--- src/rtl/fft_frame_arb_pkg.sv ---
// Shared definitions for the FFT frame arbiter: FSM encoding, channel ids and
// default frame geometry.
package fft_frame_arb_pkg;

    localparam int NPTS_DEF = 1024;
    localparam int AW_DEF   = 10;
    localparam int DW_DEF   = 16;
    localparam int TMO_DEF  = 4096;

    typedef enum logic [1:0] {
        IDLE     = 2'd0,
        WAIT_RDY = 2'd1,
        FEED     = 2'd2,
        DRAIN    = 2'd3
    } state_t;

    localparam logic CH0 = 1'b0;
    localparam logic CH1 = 1'b1;

endpackage

--- src/rtl/fft_frame_arb_if.sv ---
// Bundle of requester, buffer-read, FFT-input and bin-tag signals around the
// arbiter; master is the arbiter side, slave the surrounding system.
interface fft_frame_arb_if #(
    parameter int AW = 10,
    parameter int DW = 16
);
    logic                 REQ0;
    logic                 REQ1;
    logic                 GNT0;
    logic                 GNT1;
    logic [AW-1:0]        RDADD;
    logic signed [DW-1:0] RDDAT0I;
    logic signed [DW-1:0] RDDAT0Q;
    logic signed [DW-1:0] RDDAT1I;
    logic signed [DW-1:0] RDDAT1Q;
    logic                 FFTBUSY;
    logic                 FFTDOE;
    logic signed [DW-1:0] FFTDATI;
    logic signed [DW-1:0] FFTDATQ;
    logic                 OFFTDOE;
    logic                 BINVLD;
    logic [AW-1:0]        BINIDX;
    logic                 BINCH;
    logic                 DONE0;
    logic                 DONE1;
    logic                 ERR;

    modport master (
        input  REQ0, REQ1, RDDAT0I, RDDAT0Q, RDDAT1I, RDDAT1Q, FFTBUSY, OFFTDOE,
        output GNT0, GNT1, RDADD, FFTDOE, FFTDATI, FFTDATQ,
               BINVLD, BINIDX, BINCH, DONE0, DONE1, ERR
    );

    modport slave (
        output REQ0, REQ1, RDDAT0I, RDDAT0Q, RDDAT1I, RDDAT1Q, FFTBUSY, OFFTDOE,
        input  GNT0, GNT1, RDADD, FFTDOE, FFTDATI, FFTDATQ,
               BINVLD, BINIDX, BINCH, DONE0, DONE1, ERR
    );

endinterface

--- src/rtl/fft_frame_arb_rr_arb2.sv ---
// Two-requester round-robin arbiter (rr_arb2): the pointer moves to the channel
// opposite the one just released, so a waiting peer wins the next tie.
module fft_frame_arb_rr_arb2
    import fft_frame_arb_pkg::*;
(
    input  logic       CLK,
    input  logic       RST_N,
    input  logic [1:0] req,
    input  logic       rel,
    input  logic       rel_ch,
    output logic       sel,
    output logic       any
);
    logic ptr;

    always_ff @(posedge CLK or negedge RST_N) begin
        if (!RST_N) begin
            ptr <= CH0;
        end else if (rel) begin
            ptr <= ~rel_ch;
        end
    end

    always_comb begin
        any = |req;
        sel = req[ptr] ? ptr : ~ptr;
    end

endmodule

--- src/rtl/fft_frame_arb.sv ---
// Grants the shared FFT to one of two capture buffers, streams its frame into
// the FFT and tags/counts the returning bins until the frame is complete.
module fft_frame_arb
    import fft_frame_arb_pkg::*;
#(
    parameter int NPTS = NPTS_DEF,
    parameter int AW   = AW_DEF,
    parameter int DW   = DW_DEF,
    parameter int TMO  = TMO_DEF
) (
    input logic             CLK,
    input logic             RST_N,
    fft_frame_arb_if.master bus
);
    localparam int            TW        = $clog2(TMO);
    localparam logic [AW-1:0] LAST_ADDR = AW'(NPTS - 1);
    localparam logic [TW-1:0] TMO_LAST  = TW'(TMO - 1);

    state_t               state;
    logic                 ch;
    logic                 gnt0, gnt1, done0, done1, err;
    logic [AW-1:0]        addr_p0;
    logic                 vld_p0, vld_p1, vld_p2;
    logic signed [DW-1:0] dati_p2, datq_p2;
    logic [AW-1:0]        bin_cnt;
    logic [TW-1:0]        tmo_cnt;
    logic                 arb_sel, arb_any, rel, last_bin, tmo_hit;

    fft_frame_arb_rr_arb2 u_arb (
        .CLK    (CLK),
        .RST_N  (RST_N),
        .req    ({bus.REQ1, bus.REQ0}),
        .rel    (rel),
        .rel_ch (ch),
        .sel    (arb_sel),
        .any    (arb_any)
    );

    // The pointer must move on the same edge the FSM returns to IDLE, so an
    // immediate re-arbitration after a timeout already sees the new pointer.
    always_comb begin
        last_bin = (state == DRAIN) && bus.OFFTDOE && (bin_cnt == LAST_ADDR);
        tmo_hit  = (state == DRAIN) && !bus.OFFTDOE && (tmo_cnt == TMO_LAST);
        rel      = last_bin || tmo_hit;
    end

    always_ff @(posedge CLK or negedge RST_N) begin
        if (!RST_N) begin
            state   <= IDLE;
            ch      <= CH0;
            gnt0    <= 1'b0;
            gnt1    <= 1'b0;
            done0   <= 1'b0;
            done1   <= 1'b0;
            err     <= 1'b0;
            addr_p0 <= '0;
            vld_p0  <= 1'b0;
            bin_cnt <= '0;
            tmo_cnt <= '0;
        end else begin
            done0 <= 1'b0;
            done1 <= 1'b0;
            case (state)
                IDLE: begin
                    // Holding off while DONE is high keeps the new decision one cycle later.
                    if (arb_any && !done0 && !done1) begin
                        ch    <= arb_sel;
                        gnt0  <= (arb_sel == CH0);
                        gnt1  <= (arb_sel == CH1);
                        state <= WAIT_RDY;
                    end
                end
                WAIT_RDY: begin
                    if (!bus.FFTBUSY) begin
                        addr_p0 <= '0;
                        vld_p0  <= 1'b1;
                        state   <= FEED;
                    end
                end
                FEED: begin
                    if (bus.FFTBUSY) err <= 1'b1;
                    if (vld_p0) begin
                        if (addr_p0 == LAST_ADDR) vld_p0 <= 1'b0;
                        else                      addr_p0 <= addr_p0 + AW'(1);
                    end else if (!vld_p1 && vld_p2) begin
                        bin_cnt <= '0;
                        tmo_cnt <= '0;
                        state   <= DRAIN;
                    end
                end
                DRAIN: begin
                    if (last_bin) begin
                        done0   <= (ch == CH0);
                        done1   <= (ch == CH1);
                        gnt0    <= 1'b0;
                        gnt1    <= 1'b0;
                        bin_cnt <= '0;
                        state   <= IDLE;
                    end else if (tmo_hit) begin
                        err   <= 1'b1;
                        gnt0  <= 1'b0;
                        gnt1  <= 1'b0;
                        state <= IDLE;
                    end else if (bus.OFFTDOE) begin
                        bin_cnt <= bin_cnt + AW'(1);
                        tmo_cnt <= '0;
                    end else begin
                        tmo_cnt <= tmo_cnt + TW'(1);
                    end
                end
                default: state <= IDLE;
            endcase
        end
    end

    // p0 -> p1: address issued, buffer read in flight; p1 -> p2: capture read data.
    always_ff @(posedge CLK or negedge RST_N) begin
        if (!RST_N) begin
            vld_p1  <= 1'b0;
            vld_p2  <= 1'b0;
            dati_p2 <= '0;
            datq_p2 <= '0;
        end else begin
            vld_p1 <= vld_p0;
            vld_p2 <= vld_p1;
            if (vld_p1) begin
                dati_p2 <= (ch == CH1) ? bus.RDDAT1I : bus.RDDAT0I;
                datq_p2 <= (ch == CH1) ? bus.RDDAT1Q : bus.RDDAT0Q;
            end else begin
                dati_p2 <= '0;
                datq_p2 <= '0;
            end
        end
    end

    assign bus.GNT0    = gnt0;
    assign bus.GNT1    = gnt1;
    assign bus.RDADD   = addr_p0;
    assign bus.FFTDOE  = vld_p2;
    assign bus.FFTDATI = dati_p2;
    assign bus.FFTDATQ = datq_p2;
    assign bus.BINVLD  = (state == DRAIN) && bus.OFFTDOE;
    assign bus.BINIDX  = bin_cnt;
    assign bus.BINCH   = ch;
    assign bus.DONE0   = done0;
    assign bus.DONE1   = done1;
    assign bus.ERR     = err;

endmodule

--- src/flat_wrapper.sv ---
// flat-port wrapper written by rule: the top's interface ports become plain ports
module fft_frame_arb_flat import fft_frame_arb_pkg::*;
#(
    parameter int NPTS = NPTS_DEF,
    parameter int AW   = AW_DEF,
    parameter int DW   = DW_DEF,
    parameter int TMO  = TMO_DEF
)
  (CLK, RST_N, bus_REQ0, bus_REQ1, bus_RDDAT0I, bus_RDDAT0Q, bus_RDDAT1I, bus_RDDAT1Q, bus_FFTBUSY, bus_OFFTDOE, bus_GNT0, bus_GNT1, bus_RDADD, bus_FFTDOE, bus_FFTDATI, bus_FFTDATQ, bus_BINVLD, bus_BINIDX, bus_BINCH, bus_DONE0, bus_DONE1, bus_ERR);
  fft_frame_arb_if #(.AW(AW), .DW(DW)) bus_i ();
  input logic CLK;
  input logic RST_N;
  input wire logic [$bits(bus_i.REQ0)-1:0] bus_REQ0;
  input wire logic [$bits(bus_i.REQ1)-1:0] bus_REQ1;
  input wire logic [$bits(bus_i.RDDAT0I)-1:0] bus_RDDAT0I;
  input wire logic [$bits(bus_i.RDDAT0Q)-1:0] bus_RDDAT0Q;
  input wire logic [$bits(bus_i.RDDAT1I)-1:0] bus_RDDAT1I;
  input wire logic [$bits(bus_i.RDDAT1Q)-1:0] bus_RDDAT1Q;
  input wire logic [$bits(bus_i.FFTBUSY)-1:0] bus_FFTBUSY;
  input wire logic [$bits(bus_i.OFFTDOE)-1:0] bus_OFFTDOE;
  output wire logic [$bits(bus_i.GNT0)-1:0] bus_GNT0;
  output wire logic [$bits(bus_i.GNT1)-1:0] bus_GNT1;
  output wire logic [$bits(bus_i.RDADD)-1:0] bus_RDADD;
  output wire logic [$bits(bus_i.FFTDOE)-1:0] bus_FFTDOE;
  output wire logic [$bits(bus_i.FFTDATI)-1:0] bus_FFTDATI;
  output wire logic [$bits(bus_i.FFTDATQ)-1:0] bus_FFTDATQ;
  output wire logic [$bits(bus_i.BINVLD)-1:0] bus_BINVLD;
  output wire logic [$bits(bus_i.BINIDX)-1:0] bus_BINIDX;
  output wire logic [$bits(bus_i.BINCH)-1:0] bus_BINCH;
  output wire logic [$bits(bus_i.DONE0)-1:0] bus_DONE0;
  output wire logic [$bits(bus_i.DONE1)-1:0] bus_DONE1;
  output wire logic [$bits(bus_i.ERR)-1:0] bus_ERR;
  assign bus_i.REQ0 = bus_REQ0;
  assign bus_i.REQ1 = bus_REQ1;
  assign bus_i.RDDAT0I = bus_RDDAT0I;
  assign bus_i.RDDAT0Q = bus_RDDAT0Q;
  assign bus_i.RDDAT1I = bus_RDDAT1I;
  assign bus_i.RDDAT1Q = bus_RDDAT1Q;
  assign bus_i.FFTBUSY = bus_FFTBUSY;
  assign bus_i.OFFTDOE = bus_OFFTDOE;
  assign bus_GNT0 = bus_i.GNT0;
  assign bus_GNT1 = bus_i.GNT1;
  assign bus_RDADD = bus_i.RDADD;
  assign bus_FFTDOE = bus_i.FFTDOE;
  assign bus_FFTDATI = bus_i.FFTDATI;
  assign bus_FFTDATQ = bus_i.FFTDATQ;
  assign bus_BINVLD = bus_i.BINVLD;
  assign bus_BINIDX = bus_i.BINIDX;
  assign bus_BINCH = bus_i.BINCH;
  assign bus_DONE0 = bus_i.DONE0;
  assign bus_DONE1 = bus_i.DONE1;
  assign bus_ERR = bus_i.ERR;
  fft_frame_arb #(.NPTS(NPTS), .AW(AW), .DW(DW), .TMO(TMO)) u_core (.CLK(CLK), .RST_N(RST_N), .bus(bus_i));
endmodule
--- config.mk ---
export PLATFORM = sky130hd
export DESIGN_NAME = fft_frame_arb_flat
export DESIGN_NICKNAME = d
export VERILOG_FILES = /design/src/rtl/fft_frame_arb_pkg.sv /design/src/rtl/fft_frame_arb_if.sv /design/src/rtl/fft_frame_arb_rr_arb2.sv /design/src/rtl/fft_frame_arb.sv /design/src/flat_wrapper.sv
export SDC_FILE = /design/constraint.sdc
export NUM_CORES = 1
export LEC_CHECK = 0
export ABC_CLOCK_PERIOD_IN_PS = 2700
export CAP_MARGIN = 5
export CORE_MARGIN = 3
export CORE_UTILIZATION = 40
export DETAILED_ROUTE_END_ITERATION = 8
export PLACE_DENSITY = 0.71
export SLEW_MARGIN = 20
export SYNTH_ARGS = -nofsm -noshare
export SYNTH_HDL_FRONTEND = slang
export SYNTH_HIERARCHICAL = 1
export SYNTH_SLANG_ARGS = --single-unit
--- constraint.sdc ---
create_clock -name CLK -period 2.7 [get_ports CLK]
set_input_delay 0.405 -clock CLK [delete_from_list [all_inputs] [get_ports CLK]]
set_output_delay 0.405 -clock CLK [all_outputs]
set_load 0.05 [all_outputs]
==> flow_metrics.py, run 1 <==
metrics = {
    "critical_path": {
        "critPathRequiredTime_ns": 2.92,
        "cp_slowest_stage_delay_ns": 0.60,
        "arrival_ns": 2.57,
        "worstSetupStartpointType": "flip-flop",
        "rrSetupSlack_ns": 0.35,
        "end_kind": "flip-flop",
        "critPathMaxFanout": 15,
        "critical_path_class": "flip-flop to flip-flop",
        "timing.critical_path.slowest_stage_cell": "or3_1",
        "cp_cell_sequence": "ha_1, nand3_1, or3_1, nand3_4, nor4_1, o21bai_1",
    },
    "pwr": {
        "power.leakage_uw": 0.00239,
        "pwr_density_cell_mw_per_mm2": 899,
        "ir_worst_vdd_mv": 0.386,
    },
    "grt": {
        "track_usage_pct": 18.5,
        "grt_max_degree": 58,
        "grt_pass1_vias": 3237,
        "grt_pass1_wl_mm": 16.1,
        "antenna_found_initial": 0,
        "grt.overflow.total": 0,
    },
    "clock_tree": {
        "cts_tree": "built",
        "holdBufCountCts": 0,
        "clk_path_buf_depth": 2,
        "htreeDepth": 3,
        "clock-sinks": 76,
        "postCtsSetupBuffers": 0,
        "post_cts_resized": 0,
        "cts_root_buf": "clkbuf_8",
        "clk_latency_ns": 0.34,
        "clk_pin_slew_ns": 0.08,
        "cts_made_buffers": 9,
    },
    "cells_and_area": {
        "layout.cells.most_common_list": "clkdlybuf4s50_1 (127), dfrtp_1 (75), mux2i_1 (37)",
        "layout_commonest_cell": "clkdlybuf4s50_1",
        "fillers": 821,
        "n_antenna_cell": 0,
        "instances_no_fill": 631,
        "utilization_pct": 58.7,
        "nets": 575,
        "syn_to_final_growth_pct": 41.3,
        "drive_above_1_share_pct": 7.57,
    },
    "floorplan": {
        "dieArea_mm2": 0.0109,
        "initial_core_util_pct": 41.6,
        "ios": 130,
        "rows": 35,
        "design.core.area_mm2": 0.00933,
        "fp.dieH_um": 104,
        "die_w_um": 104,
    },
    "logic_synthesis": {
        "synth_edf_count": 0,
        "synth.distinct_cells": 63,
        "yosysWarnings": 6,
        "avgSynthCellArea_um2": 10.6,
        "ys_seq_area_share_pct": 49.1,
        "yosys_register_bits": 76,
        "syn_area_mm2": 0.00388,
        "synthArstFlopShare_pct": 100,
        "ys.flop_type": "dfrtp_1",
        "synth_nets": 445,
        "synth_cells": 367,
        "synth_top_area_share_pct": 49.1,
        "yosysTopAreaCell": "dfrtp_1",
        "synth_area_leaders": "dfrtp_1 (49%), mux2i_1 (9.6%), nor2b_1 (5.3%)",
    },
    "sta": {
        "min_period_over_period_pct": 87.0,
        "worst_slack_ns": 0.350,
        "slew_violations": 0,
        "tightest_slew_ns": 0.696,
        "setup_tns_ns": 0,
        "fin_skew_ns": 0.00865,
        "relSlewSlack_pct": 53.6,
        "finalHoldViolCount": 0,
        "fmax_mhz": 426,
        "grt_setup_unrepaired": "false",
        "fin_crit_ns": 2.35,
        "setup_viol": 0,
    },
    "worst_hold_path": {
        "hold_path.class": "input port to async pin",
    },
    "placement": {
        "place_ws_ns": 0.334,
        "gp_congestion": 0.796,
        "dp_cells": 615,
        "portBuffers": 129,
        "place_hpwl_mm": 7.19,
    },
    "drt": {
        "wl_mm": 9.54,
        "ant_nets": 0,
        "routed-via-count": 3231,
        "drt-initial-drc-count": 122,
        "routedWlPerCell_um": 15.1,
        "viasPerCell": 5.12,
        "drtPass1Iterations": 4,
        "drc": 0,
    },
    "status": {
        "status": "completed",
    },
    "run": {
        "timing.max_cap.violations": 0,
    },
}
==> metrics by stage <==
| step | instance area (µm²) | hold slack [ns] | total power (µW) |
|---|---|---|---|
| floorplan | 3880 | 0.109 | 3290 |
| global placement | 5270 | 0.453 | 4030 |
| detailed placement | 5270 | 0.461 | 4070 |
| CTS | 5480 | 0.120 | 4980 |
| global route | 5480 | 0.143 | 5240 |
| finish | 5480 | 0.103 | 4920 |
==> path summary, 6_finish.rpt <==
path,startpoint,end,cells after the start
max reg2reg,u_core/state[1],u_core/tmo_cnt[8],6
min reg2reg,u_core/bus.ERR,u_core/bus.ERR,1
min in group CLK,u_core/bus.ERR,u_core/bus.ERR,1
min,RST_N,u_core/bus.BINIDX[4],1
max,u_core/state[1],u_core/tmo_cnt[8],6
max in group asynchronous,RST_N,u_core/bus.RDADD[8],2
==> metal layers <==
layer  up-vias  GRT usage [%]  wire length (µm)
li1       1558              -                 -
met1      1542           21.3              3750
met3         6           9.25              1090
met5         -              0                 0
met4         0           6.17                72
met2       125           29.8              4630
==> critical path, delay by kind of cell, from the launching register on <==
kind            cells  cell delay [ns]
simple gates        4             1.14
fa+ha+maj           1             0.52
compound gates      1             0.18
flops               1             0.39
==> flip-flops by register name, summed over array words and instances, names as in the netlist <==
name and cells:
u_core/vld_p1 1, u_core/vld_p0 1, u_core/bus.DONE0 1, u_core/bus.BINIDX 10, u_core/bus.ERR 1, u_core/bus.BINCH 1, u_core/state 2, u_core/u_arb/ptr 1
u_core/bus.FFTDATI 16, u_core/bus.FFTDATQ 16, u_core/tmo_cnt 12, u_core/bus.GNT0 1, u_core/bus.FFTDOE 1, u_core/bus.GNT1 1, u_core/bus.DONE1 1, u_core/bus.RDADD 10
==> cell usage after synthesis, types with 2 or more instances <==
cell type	count
a21oi_1	4
a21oi_2	2
a22o_1	3
and2_1	3
and2b_1	2
and3_1	4
and4_1	4
buf_1	2
buf_2	3
buf_6	3
clkbuf_1	5
dfrtp_1	76
ha_1	8
inv_1	11
mux2i_1	37
nand2_1	24
nand2b_1	4
nand3_1	19
nand4_1	11
nor2_1	30
nor2b_1	33
nor3_1	3
nor4_2	2
o211ai_1	2
o21ai_0	13
o21ai_1	2
o22ai_1	2
o31ai_1	5
or3_1	3
or4_1	2
xnor2_1	4
xor2_1	10
==> where the power goes <==
part	internal (µW)	switching, µW
sequential	1370	138
clock	475	407
combinational	885	1640
==> layout make-up <==
class,count,area (µm²),share of cell area (%)
clock buffers,12,155,2.83
flip-flops and latches,76,1900,34.8
repair buffers,134,1320,24.2
clock inverters,4,47.5,0.868
inverters,11,41.3,0.754
multi-input cells,265,1840,33.7
well taps,129,161,2.95
==> cells by family after synthesis <==
family,count (synthesis),synth area share (%)
adder cells (fa/ha/maj),8,2.58
buffers and inverters,26,3.39
AO/OA/AOI/OAI,45,8.17
XOR/XNOR,14,3.16
AND/OR/NAND/NOR,159,23.5
flip-flops,76,49.1
multiplexers,39,10.1
(Power assumes the default switching activity.)
==> inputs of run 2 (changes only) <==
--- a/config.mk
+++ b/config.mk
@@ -5,12 +5,13 @@
 export SDC_FILE = /design/constraint.sdc
 export NUM_CORES = 1
 export LEC_CHECK = 0
+export ABC_AREA = 1
 export ABC_CLOCK_PERIOD_IN_PS = 2700
 export CAP_MARGIN = 5
 export CORE_MARGIN = 3
 export CORE_UTILIZATION = 40
 export DETAILED_ROUTE_END_ITERATION = 8
-export PLACE_DENSITY = 0.71
+export PLACE_DENSITY = 0.7
 export SLEW_MARGIN = 20
 export SYNTH_ARGS = -nofsm -noshare
 export SYNTH_HDL_FRONTEND = slang
==> run 2 against run 1 <==
Net effect: fmax is 11% higher; register-to-register slack better by 0.22 ns; global-route usage is 0.86 points higher; area after synthesis is 2.1% higher; power is 10% higher; via count is 14% higher; final area is 0.66% higher; synthesized cell count is 39% higher; worst hold slack better by 0.11 ns; clock-buffer cell count is 1 lower; largest cell class unchanged; largest power group unchanged.
==> flow_metrics.py, run 2 <==
metrics = {
    "status": {
        "status": "completed",
    },
    "drt": {
        "drtPass1Iterations": 4,
        "wl_mm": 10.4,
        "drc": 0,
        "routedWlPerCell_um": 13.5,
        "viasPerCell": 4.79,
        "drt-initial-drc-count": 157,
        "ant_nets": 0,
        "routed-via-count": 3684,
    },
    "floorplan": {
        "ios": 130,
        "initial_core_util_pct": 42.0,
        "fp.dieH_um": 105,
        "rows": 35,
        "design.core.area_mm2": 0.00942,
        "die_w_um": 105,
        "dieArea_mm2": 0.0111,
    },
    "cells_and_area": {
        "layout.cells.most_common_list": "clkdlybuf4s50_1 (127), nand2_1 (105), nor2_1 (102)",
        "instances_no_fill": 769,
        "n_antenna_cell": 0,
        "drive_above_1_share_pct": 5.94,
        "fin_area_mm2": 0.00551,
        "nets": 715,
        "layout_commonest_cell": "clkdlybuf4s50_1",
        "syn_to_final_growth_pct": 39.2,
    },
    "logic_synthesis": {
        "yosys_register_bits": 76,
        "ys.flop_type": "dfrtp_1",
        "yosysTopAreaCell": "dfrtp_1",
        "synth_cells": 509,
        "synth_top_area_share_pct": 48.0,
        "synthArstFlopShare_pct": 100,
        "netlist_top_cells_count": "nand2_1 (105), nor2_1 (102), dfrtp_1 (76)",
        "yosysWarnings": 6,
        "synth_area_leaders": "dfrtp_1 (48%), nand2_1 (10%), nor2_1 (9.7%)",
        "avgSynthCellArea_um2": 7.78,
        "synthMostInstantiatedCell": "nand2_1",
        "synth.distinct_cells": 36,
        "syn_area_mm2": 0.00396,
        "ys_seq_area_share_pct": 48.0,
        "synth_nets": 587,
        "synth_edf_count": 0,
    },
    "clock_tree": {
        "postCtsSetupBuffers": 0,
        "cts_made_buffers": 9,
        "holdBufCountCts": 0,
        "cts_root_buf": "clkbuf_8",
        "clk_path_buf_depth": 2,
        "clk_latency_ns": 0.34,
        "clk_pin_slew_ns": 0.08,
        "cts_tree": "built",
        "htreeDepth": 3,
        "post_cts_resized": 0,
        "clock-sinks": 76,
    },
    "critical_path": {
        "critPathMaxFanout": 16,
        "rrSetupSlack_ns": 0.58,
        "arrival_ns": 2.34,
        "worstSetupStartpointType": "flip-flop",
        "critical_path_class": "flip-flop to flip-flop",
        "critPathRequiredTime_ns": 2.92,
        "end_kind": "flip-flop",
    },
    "sta": {
        "relSlewSlack_pct": 35.9,
        "setup_tns_ns": 0,
        "min_period_over_period_pct": 78.7,
        "grt_setup_unrepaired": "false",
        "finalHoldViolCount": 0,
        "slew_violations": 0,
        "tightest_slew_ns": 0.961,
        "fin_skew_ns": 0.00839,
        "setup_viol": 0,
        "fmax_mhz": 471,
        "hold_slack_ns": 0.212,
        "fin_crit_ns": 2.12,
    },
    "placement": {
        "placed_area_mm2": 0.00536,
        "gp_congestion": 0.860,
        "dp_cells": 755,
        "portBuffers": 129,
        "place_hpwl_mm": 7.71,
    },
    "grt": {
        "grt.overflow.total": 0,
        "grt_max_degree": 77,
        "antenna_found_initial": 0,
        "grt_pass1_vias": 3716,
        "grt_pass1_wl_mm": 17.5,
        "track_usage_pct": 19.3,
    },
    "worst_hold_path": {
        "hold_path.class": "input port to async pin",
    },
    "pwr": {
        "ir_worst_vdd_mv": 0.619,
        "pwr_density_cell_mw_per_mm2": 985,
        "power.leakage_uw": 0.00247,
    },
    "run": {
        "timing.max_cap.violations": 0,
    },
}
## run 2: cell count changes after synthesis, sizes merged, moves of 5 or more
cell / previous run / this run
inv: 11 / 52
mux2i: 37 / 0
nand2: 25 / 108
nand3: 20 / 40
nor2: 31 / 108
nor2b: 33 / 0
o21ai: 15 / 64
o31ai: 5 / 0
xor2: 10 / 2
## run 2: area by class of cell
type / instances / area (µm²)
Clock buffer: 11 / 141
Clock inverter: 3 / 15.0
Fill cell: 840 / 3900
Inverter: 52 / 200
Multi-Input combinational cell: 364 / 1760
Sequential cell: 76 / 1900
Tap cell: 129 / 161
Timing Repair Buffer: 134 / 1340
## run 2: critical path, cell delays in order, from the launching register on
cell     delay [ns]
dfrtp_1        0.42
inv_1          0.14
ha_1           0.39
buf_4          0.25
a21oi_1        0.08
nand2_1        0.34
inv_1          0.20
nand3_1        0.10
o21ai_0        0.08
## run 2: path summary, 6_finish.rpt
check | start | endpoint | cells past startpoint
hold / removal | RST_N | u_core/bus.FFTDATI[3] | 1
setup / recovery | u_core/state[0] | u_core/bus.RDADD[1] | 8
setup reg to reg | u_core/state[0] | u_core/bus.RDADD[1] | 8
max in group asynchronous | RST_N | u_core/bus.RDADD[8] | 1
min in group CLK | u_core/vld_p0 | u_core/vld_p1 | 0
hold reg to reg | u_core/vld_p0 | u_core/vld_p1 | 0
## run 2: kinds of logic after synthesis
logic type | Yosys count | synth area share, %
AND/OR/NAND/NOR | 279 | 31.0
flip-flops | 76 | 48.0
AO/OA/AOI/OAI | 73 | 9.89
buffers and inverters | 69 | 7.62
adder cells (fa/ha/maj) | 8 | 2.53
XOR/XNOR | 4 | 0.885
## run 2: metrics by stage
stage               util, %  total power (µW)  setup slack (ns)
floorplan                 -              3720             0.913
global placement       56.9              4690             0.602
detailed placement     56.9              4730             0.530
CTS                    58.5              5500             0.549
global route           58.5              5790             0.256
finish                 58.5              5430             0.575
## run 2: metal layers
metal  wire, µm  track usage (%)
met3        482             3.74
met4        156             6.19
met2       5400             35.3
met1       4350             22.7
met5          0                0
## run 2: power breakdown
group	internal, µW	total (µW)	switching, µW
Combinational	938	3090	2150
Clock	345	737	392
Sequential	1470	1610	140
Total	2750	5430	2680
==> inputs of run 3 (changes only) <==
--- a/config.mk
+++ b/config.mk
@@ -6,12 +6,12 @@
 export NUM_CORES = 1
 export LEC_CHECK = 0
 export ABC_AREA = 1
-export ABC_CLOCK_PERIOD_IN_PS = 2700
+export ABC_CLOCK_PERIOD_IN_PS = 1700
 export CAP_MARGIN = 5
 export CORE_MARGIN = 3
 export CORE_UTILIZATION = 40
 export DETAILED_ROUTE_END_ITERATION = 8
-export PLACE_DENSITY = 0.7
+export PLACE_DENSITY = 0.73
 export SLEW_MARGIN = 20
 export SYNTH_ARGS = -nofsm -noshare
 export SYNTH_HDL_FRONTEND = slang
==> constraint.sdc (replaced) <==
create_clock -name CLK -period 1.7 [get_ports CLK]
set_input_delay 0.255 -clock CLK [delete_from_list [all_inputs] [get_ports CLK]]
set_output_delay 0.255 -clock CLK [all_outputs]
set_load 0.05 [all_outputs]
==> run 3 against run 2 <==
Net effect: the flow now finishes with violations (negative setup slack); register-to-register slack lost 0.58 ns; global-route usage rose by 0.78 points; fmax grew 25%; clock skew decreased by 0.00051 ns; first-iteration DRC count up 3.8%; final area is 6.9% higher; flip-flop and latch count unchanged; die area is the same; routed wire length up 8.9%; power rose by 79%; worst setup slack worse by 0.58 ns.
==> flow_metrics.py, run 3 (synthesis results as in run 2) <==
metrics = {
    "status": {
        "status": "finished with violations",
        "failed_checks": "negative setup slack",
    },
    "clock_tree": {
        "clock-sinks": 76,
        "clk_latency_ns": 0.35,
        "cts_tree": "built",
        "clk_pin_slew_ns": 0.08,
        "htreeDepth": 3,
        "cts_root_buf": "clkbuf_8",
        "clk_path_buf_depth": 2,
        "cts_made_buffers": 9,
    },
    "cells_and_area": {
        "utilization_pct": 62.6,
        "nets": 750,
        "instances_no_fill": 806,
        "n_antenna_cell": 0,
        "syn_to_final_growth_pct": 48.9,
        "drive_above_1_share_pct": 22.6,
        "fin_area_mm2": 0.00589,
        "layout.cells.most_common_list": "nor2_1 (100), nand2_1 (100), buf_4 (89)",
    },
    "drt": {
        "routed-via-count": 4018,
        "wl_mm": 11.3,
        "ant_nets": 0,
        "drc": 0,
        "drtPass1Iterations": 5,
        "viasPerCell": 4.99,
        "routedWlPerCell_um": 14.0,
        "drt-initial-drc-count": 163,
    },
    "floorplan": {
        "initial_core_util_pct": 42.0,
        "dieArea_mm2": 0.0111,
        "design.core.area_mm2": 0.00942,
        "ios": 130,
        "rows": 35,
        "die_w_um": 105,
        "fp.dieH_um": 105,
    },
    "critical_path": {
        "critPathMaxFanout": 10,
        "critPathRequiredTime_ns": 1.98,
        "arrival_ns": 1.98,
        "worstSetupStartpointType": "flip-flop",
        "critical_path_class": "flip-flop to flip-flop",
        "end_kind": "flip-flop",
    },
    "sta": {
        "worst_slack_ns": -0.00300,
        "min_period_over_period_pct": 100,
        "fin_skew_ns": 0.00789,
        "tightest_slew_ns": 0.347,
        "hold_slack_ns": 0.365,
        "setup_viol": 1,
        "fin_crit_ns": 1.70,
        "slew_violations": 0,
        "grt_setup_unrepaired": "true",
        "relSlewSlack_pct": 76.9,
        "fmax_mhz": 587,
        "finalHoldViolCount": 0,
    },
    "grt": {
        "antenna_found_initial": 0,
        "grt_pass1_wl_mm": 18.2,
        "grt_max_degree": 37,
        "grt_pass1_vias": 3898,
        "track_usage_pct": 20.1,
        "grt.overflow.total": 0,
    },
    "placement": {
        "dp_cells": 778,
        "portBuffers": 129,
        "gp_congestion": 0.873,
        "placed_area_mm2": 0.00542,
        "place_hpwl_mm": 8.28,
    },
    "run": {
        "timing.max_cap.violations": 0,
    },
    "pwr": {
        "power.leakage_uw": 0.00280,
        "pwr_density_cell_mw_per_mm2": 1650,
        "ir_worst_vdd_mv": 1.19,
    },
    "worst_hold_path": {
        "hold_path.class": "input port to async pin",
    },
}
-- run 3: what timing repair did --
item / CTS / global route
hold buffers: 1 / 0
resized for setup: 7 / 31
buffers inserted: 1 / 9
endpoints found under the setup margin: 14 / 37
cloned: 0 / 1
pin swaps: 1 / 9
hold endpoints to repair: 23 / 0
-- run 3: cell type report --
type / instances / area [µm²]
fill: 802 / 3520
multi-input combinational: 365 / 1870
inverter: 52 / 203
sequential: 76 / 1910
timing repair buffer: 168 / 1510
clock inverter: 7 / 124
clock buffer: 9 / 124
tap: 129 / 161
-- run 3: power breakdown --
group | leakage, µW | switching [µW] | internal, µW
Clock | 0.000120 | 704 | 985
Combinational | 0.00169 | 3660 | 1800
Sequential | 0.000988 | 260 | 2340
Total | 0.00280 | 4620 | 5120
-- run 3: worst max-delay path, stage by stage (launching register included) --
cell     delay, ns
dfrtp_1       0.45
inv_2         0.08
ha_4          0.18
buf_4         0.14
o21ai_4       0.15
nand2_4       0.09
nor2_4        0.14
buf_12        0.14
nand2_2       0.06
nor2_1        0.08
nor2_1        0.04
nor2_1        0.10
-- run 3: final timing paths --
check	startpoint	end	slack [ns]	cells after the start
worst max-delay path	u_core/state[0]	u_core/bus.BINIDX[8]	-0.003	11
worst min-delay path	RST_N	u_core/bus.FFTDATI[14]	0.36	2
worst max register to register	u_core/state[0]	u_core/bus.BINIDX[8]	-0.003	11
worst min register to register	u_core/vld_p0	u_core/vld_p1	0.42	0
max in group asynchronous	RST_N	u_core/bus.FFTDATI[15]	0.70	3
min in group CLK	u_core/vld_p0	u_core/vld_p1	0.42	0
-- run 3: per-stage QoR --
step / worst slack, ns / TNS, ns / total power, µW
2_1_floorplan: 0.000343 / 0 / 5910
3_3_place_gp: -0.0768 / -0.613 / 7640
3_5_place_dp: -0.142 / -1.43 / 7740
4_1_cts: -0.0183 / -0.0183 / 9500
5_1_grt: -0.119 / -0.840 / 10300
6_report: -0.00300 / -0.00300 / 9740
-- run 3: metal layers --
metal	wire length (µm)	up-vias	track usage (%)
met5	0	-	0
met4	291	0	8.62
met3	615	25	3.92
met2	5920	136	35.7
met1	4500	1889	23.5
li1	-	1968	-
